<file path="src/rtl/bp_nonsynth_cosim_sched.sv">
// Co-simulation commit scheduler.
// Collects commit records from several cores, picks one per cycle in
// round-robin order and presents it through a single registered output
// entry to the downstream stepper. Each core carries a saturating retire
// counter; once a core reaches the configured cap its stream is closed,
// and when every stream is closed the scheduler drains and parks in DONE.
module bp_nonsynth_cosim_sched #(
  parameter int num_core_p  = 4,
  parameter int pkt_width_p = 128,
  localparam int core_w     = (num_core_p > 1) ? $clog2(num_core_p) : 1
) (
  input  logic                              clk_i,
  input  logic                              reset_i,
  input  logic                              en_i,
  input  logic [31:0]                       instr_cap_i,
  input  logic [num_core_p-1:0]             core_v_i,
  input  logic [num_core_p*pkt_width_p-1:0] core_pkt_i,
  input  logic [num_core_p-1:0]             core_instret_i,
  output logic [num_core_p-1:0]             core_yumi_o,
  output logic                              step_v_o,
  output logic [core_w-1:0]                 step_core_o,
  output logic [pkt_width_p-1:0]            step_pkt_o,
  input  logic                              step_ready_i,
  output logic [num_core_p-1:0]             finish_o,
  output logic                              done_o,
  output logic [1:0]                        state_o
);

  typedef enum logic [1:0] {
    IDLE  = 2'd0,
    RUN   = 2'd1,
    DRAIN = 2'd2,
    DONE  = 2'd3
  } state_e;

  localparam logic [core_w-1:0] last_idx = core_w'(num_core_p - 1);

  state_e                   state_r;
  logic                     done_r;
  logic [core_w-1:0]        last_r;
  logic [31:0]              cnt_r [num_core_p];
  logic [num_core_p-1:0]    finish_r;

  logic                     step_v_r;
  logic [core_w-1:0]        step_core_r;
  logic [pkt_width_p-1:0]   step_pkt_r;

  logic [num_core_p-1:0]    at_cap;
  logic [num_core_p-1:0]    eligible;
  logic                     load_ok;
  logic                     found;
  logic                     grant_v;
  logic [core_w-1:0]        idx;
  logic [core_w-1:0]        sel;
  logic [pkt_width_p-1:0]   grant_pkt;

  // A core is closed for new grants once finished, and also in the single
  // cycle where its counter has just reached the cap but finish_o is not
  // yet registered; otherwise a back-to-back stream would slip one extra
  // record past the cap.
  always_comb begin
    at_cap   = '0;
    eligible = '0;
    for (int i = 0; i < num_core_p; i++) begin
      at_cap[i]   = (instr_cap_i != 32'd0) && (cnt_r[i] == instr_cap_i);
      eligible[i] = core_v_i[i] & ~finish_r[i] & ~at_cap[i];
    end
  end

  // Round-robin search starting one past the last granted core, qualified
  // by FSM state and by room in the output entry.
  always_comb begin
    load_ok = ~step_v_r | step_ready_i;
    found   = 1'b0;
    sel     = '0;
    idx     = last_r;
    for (int k = 0; k < num_core_p; k++) begin
      idx = (idx == last_idx) ? '0 : idx + 1'b1;
      if (!found && eligible[idx]) begin
        found = 1'b1;
        sel   = idx;
      end
    end
    grant_v = found & (state_r == RUN) & load_ok;
  end

  // Record of the selected core and the one-hot consume strobe.
  always_comb begin
    grant_pkt   = '0;
    core_yumi_o = '0;
    for (int i = 0; i < num_core_p; i++) begin
      if (sel == core_w'(i)) begin
        grant_pkt = core_pkt_i[i*pkt_width_p +: pkt_width_p];
      end
    end
    if (grant_v) begin
      core_yumi_o[sel] = 1'b1;
    end
  end

  // Output entry: loads on grant (also when the current record leaves in
  // the same cycle, so no bubble), empties on acceptance without reload.
  always_ff @(posedge clk_i or negedge reset_i) begin
    if (!reset_i) begin
      step_v_r    <= 1'b0;
      step_core_r <= '0;
      step_pkt_r  <= '0;
    end else if (grant_v) begin
      step_v_r    <= 1'b1;
      step_core_r <= sel;
      step_pkt_r  <= grant_pkt;
    end else if (step_ready_i) begin
      step_v_r    <= 1'b0;
    end
  end

  // Round-robin pointer follows the most recent grant.
  always_ff @(posedge clk_i or negedge reset_i) begin
    if (!reset_i) begin
      last_r <= last_idx;
    end else if (grant_v) begin
      last_r <= sel;
    end
  end

  // Per-core saturating retire counters; traps are consumed but not counted.
  always_ff @(posedge clk_i or negedge reset_i) begin
    if (!reset_i) begin
      for (int i = 0; i < num_core_p; i++) begin
        cnt_r[i] <= 32'd0;
      end
    end else begin
      for (int i = 0; i < num_core_p; i++) begin
        if (core_yumi_o[i] && core_instret_i[i] && (cnt_r[i] != 32'hFFFF_FFFF)) begin
          cnt_r[i] <= cnt_r[i] + 32'd1;
        end
      end
    end
  end

  // Sticky finish flags, set the cycle after a counter equals a nonzero cap;
  // an exact-match compare means counters already past a lowered cap never
  // finish.
  always_ff @(posedge clk_i or negedge reset_i) begin
    if (!reset_i) begin
      finish_r <= '0;
    end else begin
      finish_r <= finish_r | at_cap;
    end
  end

  // Scheduler state machine with registered done flag.
  always_ff @(posedge clk_i or negedge reset_i) begin
    if (!reset_i) begin
      state_r <= IDLE;
      done_r  <= 1'b0;
    end else begin
      case (state_r)
        IDLE: begin
          if (en_i) begin
            state_r <= RUN;
          end
        end
        RUN: begin
          if (!en_i) begin
            state_r <= IDLE;
          end else if (&finish_r) begin
            state_r <= DRAIN;
          end
        end
        DRAIN: begin
          if (!step_v_r) begin
            state_r <= DONE;
            done_r  <= 1'b1;
          end
        end
        DONE: begin
          state_r <= DONE;
        end
        default: begin
          state_r <= IDLE;
          done_r  <= 1'b0;
        end
      endcase
    end
  end

  assign step_v_o    = step_v_r;
  assign step_core_o = step_core_r;
  assign step_pkt_o  = step_pkt_r;
  assign finish_o    = finish_r;
  assign done_o      = done_r;
  assign state_o     = state_r;

endmodule

</file>
<file path="config.mk">
export PLATFORM = sky130hd
export DESIGN_NAME = bp_nonsynth_cosim_sched
export DESIGN_NICKNAME = d
export VERILOG_FILES = /design/src/rtl/bp_nonsynth_cosim_sched.sv
export SDC_FILE = /design/constraint.sdc
export NUM_CORES = 1
export LEC_CHECK = 0
export BUFFER_PORTS_ARGS = -buffer_cell sky130_fd_sc_hd__buf_2
export CORE_AREA = 5 5 270 272
export DETAILED_ROUTE_END_ITERATION = 12
export DIE_AREA = 0 0 275 277
export GPL_ROUTABILITY_DRIVEN = 0
export GPL_TIMING_DRIVEN = 1
export PLACE_DENSITY_LB_ADDON = 0.08
export SYNTH_ARGS = -nofsm -noshare
export SYNTH_HDL_FRONTEND = slang
export SYNTH_SLANG_ARGS = --single-unit
</file>
<file path="constraint.sdc">
create_clock -name clk_i -period 8.87 [get_ports clk_i]
set_input_delay 0.887 -clock clk_i [delete_from_list [all_inputs] [get_ports clk_i]]
set_output_delay 0.887 -clock clk_i [all_outputs]
set_load 0.05 [all_outputs]
</file>
[After elaboration in Yosys (flattened, before gate mapping)]
Cells that the tools add are included.
Widths: inputs -> output; s select.
Word-level totals
  input bits: 556
  memories kept: 0
  ROM bits: 0
  bits in writable memories: 0
  bits in latches: 0
  logic and storage cells: 127
  register bits after elaboration: 268
Operators by class
  reductions and logical operators: 26
  order comparisons: 6
  muxes and demuxes: 34
  equal/unequal tests: 21
  add/sub/neg operators: 8
  bitwise logic cells: 21
  div/mod/pow operators: 0
  shift-type cells: 0
  multiply operators: 0
Operator list (count)
  $mux 128: 4
  $add 32x1->32 const B: 4
  $eq 32x32->1: 4
  $ne 32x32->1 const B: 4
  $reduce_bool 32->1: 1
  $mux 2: 12
  $eq 2x2->1 const B: 8
  $logic_and 1x1->1: 16
  $lt 2x3->1 const B: 5
  $mux 1: 11
  $and 1x1->1: 10
  $not 1->1: 9
  $add 2x1->2 const B: 4
  $bmux 1 s2: 4
  $pmux 2 s4: 1
  $eq 2x1->1 const B: 2
  $logic_not 2->1: 2
  $mux 4: 1
  $ne 2x2->1 const B: 2
  $or 4x4->4: 1
  $reduce_and 4->1: 1
  $logic_not 1->1: 3
  $ne 3x2->1 const B: 1
  $reduce_and 3->1: 1
  5 further kinds: 5

[Logic depth before layout (Yosys ltp)]
Gate-level depths: netlist of the first run.
  depth in word-level cells: 23
  gate-level depth with buffers: 13
  depth with buffers taken out: 11

[Worst setup path before layout of the first run]
OpenSTA, ideal clock, no wires.
  path type: in2out
  from: in instr_cap_i[16]
  to: out core_yumi_o[3]
  arrival time: 4066 ps
  path buffers: 4
  slack: 3917 ps
  data required time: 7983 ps
  stages: 12
  cell sequence: clkbuf_1 -> xor2_1 -> nor4_1 -> nand4_1 -> o311ai_2 -> a2bb2oi_1 -> o21a_2 -> nand2_4 -> buf_6 -> buf_6 -> clkbuf_1 -> nor3_1
Between the ends
  longest elaborated chain between the ends: 21
Ends and longest elaborated chain
  start, declared: RTL line 15  | input logic [31:0] instr_cap_i,
  $eq 32x32->1 / $reduce_bool 32->1 (equally long branches): RTL line 65  | at_cap[i] = (instr_cap_i != 32'd0) && (cnt_r[i] == instr_cap_i);
  $logic_and 1x1->1: RTL line 65
  $not 1->1: RTL line 66  | eligible[i] = core_v_i[i] & ~finish_r[i] & ~at_cap[i];
  $and 1x1->1: RTL line 66
  $bmux 1 s2: RTL line 79  | if (!found && eligible[idx]) begin
  $mux 1 (implied by the code): RTL line 79
  $mux 1: RTL line 79
  $logic_not 1->1: RTL line 79
  [5 not listed]
  $logic_not 1->1: RTL line 79
  $logic_and 1x1->1: RTL line 79
  $mux 2: RTL line 79
  $lt 2x3->1 (implied by the code) / $ge 2x1->1 (equally long branches): RTL line 97  | core_yumi_o[sel] = 1'b1;
  $logic_and 1x1->1 (implied by the code): RTL line 97
  $mux 1 (implied by the code): RTL line 97
  $demux 1 s2: RTL line 97
  $mux 4 (*): RTL line 96  | if (grant_v) begin
  end, declared: RTL line 19  | output logic [num_core_p-1:0] core_yumi_o,
Every way passes the cells marked *; elsewhere a longest branch is shown, timed or not. The select of a mux whose other input is x is not followed.

[Worst setup path in the final report of the first run]
  from: in instr_cap_i[27]
  to: out core_yumi_o[2]
The elaborated chain is that of the path after synthesis.

==> impl_metrics.toml, run 1 <==
[pwr]
finalPower_mw = 3.025
powerDensity_mw_per_mm2 = 139.9
switching_share_pct = 25.22
pwr-share-clk_pct = 50.7
p_int_mw = 2.262
irDropWorstVdd_mv = 0.1040
p_seq_share_pct = 40.5
power_frac_comb_pct = 8.8
switching_power_mw = 0.7628
power.leakage_nw = 11.34

[timing]
setup_tns_ns = 0
max-slew-margin-rel_pct = 23.90
maxSlewViolCount = 0
fmax_mhz = 198.4
rsz0062_at_grt = "false"
fin_crit_ns = 5.040
final.setup_skew_ns = 0.02008
min_period_over_period_pct = 56.83
hold_viol_final = 0
finalSetupViolCount = 0
max_slew.worst_pin.slew_ns = 1.142
whs_ns = 0.3374

[grt]
grt_pass1_vias = 15720
grt-ovfl-total = 0
grt_pass1_wl_um = 112300
gr-usage-all-layers_pct = 20.02
antenna_found_initial = 14
grt_max_degree = 164

[setup_path]
critPathCaptureType = "output port"
worstPathMaxFanout = 39
start_kind = "primary input"
critPathArrivalTime_ns = 4.15
ff2ff_path_depth = 11
cp.required_ns = 7.98
worstSetupPathType = "primary input to output port"

[yosys]
synth.most_common_cell = "dfrtp_1"
syn_avg_cell_area_um2 = 10.52
synth_seq_cells = 268
syn_nets = 2091
async_flop_share_pct = 100.0
synthAdderAreaFrac_pct = 0.3888
synth-seq-area-share_pct = 41.70
synth_edf_count = 0
ys_types = 63
yosys_most_used_dff = "dfrtp_1"
synthTopCellsByArea = "dfrtp_1, xor2_1, mux2i_1"
synth_compound_area_share_pct = 14.80
synthXorXnorAreaFrac_pct = 13.66
syn_inst = 1530
yosys_warnings = 0
yosysTopAreaCell = "dfrtp_1"
synth_top_area_share_pct = 41.37
synth_top_family_by_area = "compound AO/OA/AOI/OAI gates"
syn_area_mm2 = 0.01609
synth-simple-area-share_pct = 12.43
synth_common_cells = "dfrtp_1, xor2_1, nor2_1"
synthMuxAreaShare_pct = 12.97

[finish]
drive_gt1_share_pct = 39.89
num-fill-cells = 7503
area.growth.synth_to_final_pct = 34.42
nNetsFinal = 2724
register_area_mm2 = 0.006709
multiInputGateArea_mm2 = 0.008767

[clock_network]
ctsLongestPathBuffers = 3
clkSinkCount = 268
cts_hold_buffers = 0
cts_tree = "done"
clk_pin_slew_ns = 0.05
ctsHtreeMaxLevel = 2
cts_root_buffer = "clkbuf_16"
clock_latency_ns = 0.56
cts_setup_buffers = 0
numCtsBuffers = 39
cts.repair.resized = 0

[die]
num_rows = 98
ios = 698
die_w_um = 275
die_h_um = 277
fp.coreArea_mm2 = 0.07051
die_area_mm2 = 0.07618
initial_core_util_pct = 22.82

[drt]
vias_per_cell = 4.771
remaining_drc_errors = 0
drt_iter0_markers = 974
route.vias.total = 15010
wl_per_cell_um = 25.67
first_pass_iters = 5
wl_um = 80760
detail-route-antenna-nets = 0

[placed_design]
dp_hpwl_um = 64160
io_buffer_count = 697

[flow_run]
drv_cap = 0

[worst_hold_path]
worstHoldPathType = "primary input to asynchronous set/reset pin"

[outcome]
status = "finished, final reports clean"
==> power groups by stage <==
| stage | Sequential, mW | Combinational (mW) | Clock, mW |
|---|---|---|---|
| final | 1.22 | 0.266 | 1.53 |
| after CTS | 1.22 | 0.270 | 1.60 |
| after global placement | 1.25 | 0.269 | 0 |
| after detailed placement | 1.25 | 0.269 | 0 |
| after global routing | 1.22 | 0.291 | 1.65 |
| after floorplan | 1.25 | 0.0776 | 0 |
==> metal layers <==
| metal | track usage (%) | up-vias | share of wire [%] |
|---|---|---|---|
| met5 | 0 | - | 0 |
| met4 | 6.564 | 0 | 3.4 |
| met3 | 5.779 | 101 | 8.2 |
| met2 | 33.52 | 628 | 48 |
| met1 | 24.75 | 7368 | 40 |
| li1 | - | 6912 | - |
==> flip-flops by register name, summed over array words and instances, names as in the netlist <==
signal and cells:
state_o 2, finish_o 4, step_v_o 1, last_r 2, done_o 1, step_pkt_o 128, step_core_o 2, cnt_r 128
==> cells by family (layout without fill, tap and decap cells) <==
logic type | after synthesis | after routing
mux | 195 | 195
other cells | 0 | 5
fa+ha+maj | 5 | 5
xor+xnor | 251 | 251
flops | 268 | 268
simple gates | 376 | 376
buf+inv | 140 | 801
compound gates | 295 | 295
==> cell usage in the layout (no fill, tap or decap), types with 9 or more instances in the layout <==
cell,instances
xor2_1,160
mux2_1,36
and4_1,13
o32ai_1,24
and2_1,9
buf_2,696
xnor2_1,91
o21ai_0,9
clkbuf_1,10
nand3_1,55
buf_4,14
a211oi_1,24
nand4_1,35
inv_1,19
dfrtp_1,266
mux2i_1,87
mux2_2,72
and3_1,28
nor3_1,12
a22oi_1,82
a221o_1,64
nor4_1,40
o21ai_1,38
nor2_1,96
clkbuf_16,39
nand2_1,61
a21o_1,27
==> layout make-up <==
| class | instances | share of cell area, % |
|---|---|---|
| tap | 950 | 5.495 |
| antenna | 5 | 0.05785 |
| sequential | 268 | 31.02 |
| clock buffer | 56 | 5.131 |
| clock inverter | 13 | 0.6652 |
| multi-input combinational | 1122 | 40.53 |
| timing repair buffer | 712 | 16.75 |
| inverter | 20 | 0.3471 |
==> critical path, cell delays in order <==
cell      delay [ns]
buf_2           0.18
xor2_1          0.16
nor4_1          0.32
nand4_1         0.29
o311ai_4        0.47
nand2_1         0.24
o311ai_4        0.33
buf_4           0.50
a21oi_2         0.20
and2_1          0.30
buf_2           0.25
==> final timing paths <==
kind / end / start / slack [ns]
setup / recovery: core_yumi_o[2] / instr_cap_i[27] / 3.83
hold / removal: step_pkt_o[73] / reset_i / 0.34
setup reg to reg: step_pkt_o[123] / cnt_r[67] / 4.21
hold reg to reg: last_r[1] / last_r[1] / 0.46
max in group asynchronous: cnt_r[126] / reset_i / 6.45
min in group clk_i: last_r[1] / last_r[1] / 0.46
==> stage by stage <==
step	area [um2]	std cells	worst slack, ns	utilization, %
floorplan	16090	1530	3.917	-
global placement	20360	3072	3.601	28.88
detailed placement	20360	3072	3.580	28.88
CTS	21620	3141	3.729	30.66
global route	21620	3144	3.590	30.67
finish	21630	3146	3.830	30.68
No activity file was read; power rests on OpenSTA's default activity.
==> inputs of run 2 (changes only) <==
Settings changed: ABC_AREA set to 1, CORE_AREA 5 5 270 272 to 5 5 266 268, DIE_AREA 0 0 275 277 to 0 0 271 273.
Clock period 8.87 ns to 4.2 ns, I/O delays scaled along.
==> run 2 against run 1 <==
Against the previous run: worst setup slack worse by 3.5 ns; cell area up 22%; critical path type is now flip-flop to output port; largest cell class unchanged; sequential share of layout area down 5.6 points; largest power group unchanged; critical path depth up 7; synthesized cell count up 110%; highest routed layer is now met5; worst hold slack worse by 0.25 ns.
==> impl_metrics.toml, run 2 <==
[clock_network]
clkSinkCount = 268
clk_pin_slew_ns = 0.06
clock_latency_ns = 0.56
cts_tree = "done"
ctsHtreeMaxLevel = 2
numCtsBuffers = 36
ctsLongestPathBuffers = 3
cts_root_buffer = "clkbuf_16"
cts_setup_buffers = 0

[timing]
rsz0062_at_grt = "false"
max-slew-margin-rel_pct = 38.53
setup_tns_ns = 0
fin_crit_ns = 3.866
final.setup_skew_ns = 0.02677
min_period_over_period_pct = 92.04
hold_viol_final = 0
maxSlewViolCount = 0
fmax_mhz = 258.7
whs_ns = 0.08983
max_slew.worst_pin.slew_ns = 0.9221
finalSetupViolCount = 0

[yosys]
ys_types = 39
async_flop_share_pct = 100.0
synth_top_area_share_pct = 31.74
syn_area_mm2 = 0.02097
synth-seq-area-share_pct = 31.99
yosysTopAreaCell = "dfrtp_1"
synth_common_cells = "nand2_1, nand3_1, nor2_1"
yosys_warnings = 0
synthTopCellsByArea = "dfrtp_1, nand2_1, nand3_1"
yosys_most_used_dff = "dfrtp_1"
syn_inst = 3227
synth_edf_count = 0
syn_nets = 3788
syn_avg_cell_area_um2 = 6.499
synth_seq_cells = 268
synth.most_common_cell = "nand2_1"

[pwr]
irDropWorstVdd_mv = 0.2238
power.leakage_nw = 13.10
powerDensity_mw_per_mm2 = 234.9

[drt]
vias_per_cell = 5.011
wl_um = 110000
wl_per_cell_um = 23.28
drt_iter0_markers = 2372
first_pass_iters = 5
route.vias.total = 23680
remaining_drc_errors = 0
detail-route-antenna-nets = 0

[die]
initial_core_util_pct = 30.79
die_area_mm2 = 0.07398
die_w_um = 271
num_rows = 96
die_h_um = 273
ios = 698
fp.coreArea_mm2 = 0.06811

[setup_path]
crit_slowest_cell = "dfrtp_1"
worstSetupPathType = "flip-flop to output port"
worstPathMaxFanout = 23
crit_family = "simple AND/OR/NAND/NOR gates"
r2r_start = "cnt_r[28]"
crit_path_cell_trace = "inv_1 > nand2_1 > nand2_1 > nand2_1 > nor2_1 > nand2_1 > nor2_1 > nand3_2 > nand3_2 > nand2_1 > nand2_1 > nand2_1 > a21oi_1 > nand2_4 > nand2_8 > nand2_2 > nor2_8 > buf_4"
ff2ff_path_depth = 20
critPathCaptureType = "output port"
cp.required_ns = 3.78
r2r_end = "step_pkt_o[79]"
cpMostUsedCell = "nand2_1"
crit_buf_inv = 2
max_stage_delay_ns = 0.45
critPathArrivalTime_ns = 3.45
start_kind = "flip-flop"
r2r_slack_ns = 0.57

[finish]
most-common-layout-cells = "nand2_1, buf_2, nand3_1"
drive_gt1_share_pct = 25.00
layout_commonest_cell = "nand2_1"
area.growth.synth_to_final_pct = 25.85
nNetsFinal = 4360

[outcome]
status = "finished, final reports clean"

[grt]
antenna_found_initial = 22
grt_pass1_vias = 22510
grt_max_degree = 119
grt_pass1_wl_um = 155900
gr-usage-all-layers_pct = 27.95
grt-ovfl-total = 0

[worst_hold_path]
hold_path_depth = 2
hold_end = "step_v_o"
holdCritStartpoint = "step_ready_i"
worstHoldPathType = "primary input to flip-flop"

[placed_design]
dp_hpwl_um = 86370
io_buffer_count = 697

[flow_run]
drv_cap = 0
## run 2: how the worst max path moves through the flow
| stage | startpoint | end | slack [ns] | depth (start not counted) |
|---|---|---|---|---|
| after floorplan | last_r[0] | core_yumi_o[3] | 0.77 | 15 |
| after global placement | instr_cap_i[3] | cnt_r[28] | 0.41 | 18 |
| after detailed placement | instr_cap_i[3] | cnt_r[4] | 0.35 | 18 |
| after CTS | cnt_r[28] | core_yumi_o[3] | 0.17 | 18 |
| after global routing | cnt_r[120] | core_yumi_o[0] | 0.007 | 16 |
| final | cnt_r[28] | core_yumi_o[0] | 0.33 | 18 |
## run 2: area by class of cell
| class | count | area, um2 |
|---|---|---|
| diodes | 20 | 50.05 |
| clock buffers | 45 | 1016 |
| clock inverters | 18 | 126.4 |
| fillers | 7492 | 41710 |
| inverters | 281 | 1060 |
| multi-input cells | 2461 | 12190 |
| flip-flops and latches | 268 | 6709 |
| well taps | 882 | 1104 |
| repair buffers | 751 | 4141 |
## run 2: cell families (layout without fill, tap and decap cells)
kind of cell	count (synthesis)	in the layout	synth area share, %
xor+xnor	218	218	9.104
fa+ha+maj	5	5	0.2983
other cells	0	20	0
simple gates	2202	2202	47.54
flops	268	268	31.99
buf+inv	498	1095	10.16
compound gates	36	36	0.9068
## run 2: per-stage QoR
stage	utilization [%]	area (um2)	std cells	total power, mW	setup slack [ns]
finish	38.75	26390	4726	6.200	0.3343
global route	38.74	26390	4723	6.450	0.006839
CTS	38.60	26290	4705	6.311	0.1673
detailed placement	36.91	25140	4641	3.197	0.3494
global placement	36.91	25140	4641	3.196	0.4106
floorplan	-	20970	3227	2.808	0.7719
## run 2: power by group
part / leakage [nW] / switching, mW / internal (mW)
registers: 3.63 / 0.000568 / 2.58
logic: 8.89 / 0.294 / 0.275
clock network: 0.584 / 1.27 / 1.78
total: 13.1 / 1.56 / 4.64
## run 2: routing by layer
layer	GRT usage, %	vias up	share of wire (%)
li1	-	11480	-
met1	37.28	11080	43
met2	41.09	967	43
met3	11.95	157	11
met4	8.465	4	2.8
met5	0	-	0.019
## run 2: what timing repair did
| item | CTS | global route |
|---|---|---|
| setup endpoints to repair | 0 | 3 |
| hold endpoints to repair | 38 | 0 |
| resized for setup | 0 | 7 |
| hold buffers | 1 | 0 |
==> inputs of run 3 (changes only) <==
Settings changed: CORE_AREA 5 5 266 268 to 2 2 271 273, DIE_AREA 0 0 271 273 to 0 0 273 275, HOLD_SLACK_MARGIN set to 0.15.
==> run 3 against run 2 <==
Against the previous run: sequential power is essentially flat; sequential share of layout area is 0.24 points lower; clock power rose by 4%; via count fell by 0.66%; worst setup slack worse by 0.19 ns; flip-flop and latch count unchanged.
==> impl_metrics.toml, run 3 (synthesized netlist as in run 2, its figures left out) <==
[timing]
setup_tns_ns = 0
max_slew.worst_pin.slew_ns = 0.9009
hold_viol_final = 0
max-slew-margin-rel_pct = 39.94
fmax_mhz = 246.3
finalSetupViolCount = 0
min_period_over_period_pct = 96.65
setup_ws_ns = 0.1406
final.setup_skew_ns = 0.03893
rsz0062_at_grt = "false"
fin_crit_ns = 4.059
maxSlewViolCount = 0

[pwr]
power.leakage_nw = 13.15
powerDensity_mw_per_mm2 = 236.5
finalPower_mw = 6.306
pwr-share-clk_pct = 50.2
switching_share_pct = 24.73
power_frac_comb_pct = 8.8
irDropWorstVdd_mv = 0.2229
switching_power_mw = 1.560
p_int_mw = 4.747
p_seq_share_pct = 41.0

[finish]
num-fill-cells = 8163
drive_gt1_share_pct = 24.92
area.growth.synth_to_final_pct = 27.11
multiInputGateArea_mm2 = 0.01221
register_area_mm2 = 0.006713
fin_util_pct = 36.85
most-common-layout-cells = "nand2_1, buf_2, nand3_1"
layout_commonest_cell = "nand2_1"
nNetsFinal = 4367

[drt]
drt_iter0_markers = 2248
wl_per_cell_um = 22.77
remaining_drc_errors = 0
vias_per_cell = 4.898
route.vias.total = 23530
detail-route-antenna-nets = 0
first_pass_iters = 6
wl_um = 109400

[setup_path]
start_kind = "flip-flop"
cp.required_ns = 3.78
crit_path_cell_trace = "xnor2_1 > nand2_1 > nor2_1 > nand2_1 > nor2_1 > nand3_2 > nand3_1 > nand3_1 > nand2_2 > nand4_1 > nand2_4 > buf_16 > nand3_2 > nor2_2 > buf_4"
critPathCaptureType = "output port"
worstPathMaxFanout = 30
crit_family = "simple AND/OR/NAND/NOR gates"
worstSetupPathType = "flip-flop to output port"
crit_slowest_cell = "dfrtp_1"
max_stage_delay_ns = 0.52
critPathArrivalTime_ns = 3.64
crit_buf_inv = 2

[die]
fp.coreArea_mm2 = 0.07234
die_area_mm2 = 0.07508
die_h_um = 275
num_rows = 99
initial_core_util_pct = 28.99
ios = 698
die_w_um = 273

[clock_network]
cts_tree = "done"
numCtsBuffers = 37
clkSinkCount = 268
clk_pin_slew_ns = 0.06
ctsLongestPathBuffers = 3
ctsHtreeMaxLevel = 2
cts_root_buffer = "clkbuf_16"
clock_latency_ns = 0.57

[grt]
gr-usage-all-layers_pct = 27.52
antenna_found_initial = 22
grt-ovfl-total = 0
grt_pass1_wl_um = 152100
grt_max_degree = 144
grt_pass1_vias = 21820

[outcome]
status = "finished, final reports clean"

[placed_design]
dpl_worst_slack_ns = 0.3931
io_buffer_count = 697
dp_hpwl_um = 85990

[worst_hold_path]
worstHoldPathType = "primary input to flip-flop"

[flow_run]
drv_cap = 0
-- run 3: changes by cell type in the layout (fill, tap and decap cells not counted), sizes merged --
cell / delta
bufinv: +2
clkbuf: +7
clkinv: -9
diode: -3
dlygate4sd3: +4
inv: -1
nand2: +1
-- run 3: stage by stage --
stage               instances  cell area (um2)  hold WS, ns
CTS                      4781            26500       0.1504
global route             4796            26640       0.1969
detailed placement       4716            25280       0.4642
finish                   4804            26660       0.1792
floorplan                3227            20970       0.1244
global placement         4716            25280       0.4551
-- run 3: per-layer routing --
layer | global-route usage, % | wire length (um) | up-vias
met5 | 0 | 59 | -
met4 | 6.299 | 2281 | 10
met3 | 12.19 | 12680 | 137
met2 | 39.89 | 45790 | 870
met1 | 37.32 | 48580 | 11020
li1 | - | - | 11490
-- run 3: repair_timing --
item | 4_1_cts | 5_1_grt
hold endpoints to repair | 95 | 0
resized for setup | 3 | 11
gates cloned | 0 | 3
hold buffers | 5 | 0
setup buffers | 0 | 3
setup endpoints to repair | 3 | 4
pin swaps | 0 | 3
-- run 3: worst paths after layout --
kind / startpoint / depth (start not counted) / end / slack (ns)
setup / recovery: cnt_r[96] / 15 / core_yumi_o[1] / 0.14
hold / removal: core_pkt_i[511] / 5 / step_pkt_o[127] / 0.18
setup reg to reg: cnt_r[96] / 19 / step_pkt_o[40] / 0.39
hold reg to reg: done_o / 1 / done_o / 0.48
max in group asynchronous: reset_i / 3 / cnt_r[75] / 2.68
min in group asynchronous: reset_i / 2 / step_pkt_o[95] / 0.57
-- run 3: power by group through the flow --
stage	clock network, mW	registers, mW	logic, mW
after floorplan	0	2.63	0.175
after global placement	0	2.63	0.545
after detailed placement	0	2.63	0.548
after CTS	3.26	2.58	0.556
after global routing	3.34	2.58	0.611
final	3.17	2.58	0.554
-- run 3: cell type report --
class / instances / share of cell area (%)
inverter: 281 / 3.975
timing repair buffer: 756 / 16.04
clock buffer: 51 / 3.858
multi-input combinational: 2462 / 45.79
clock inverter: 10 / 0.4975
tap: 959 / 4.501
antenna: 17 / 0.1596
sequential: 268 / 25.18
-- run 3: worst min-delay path, delay by kind of cell --
family	cells	cell delay, ns
simple gates	4	0.21
buf+inv	1	0.08
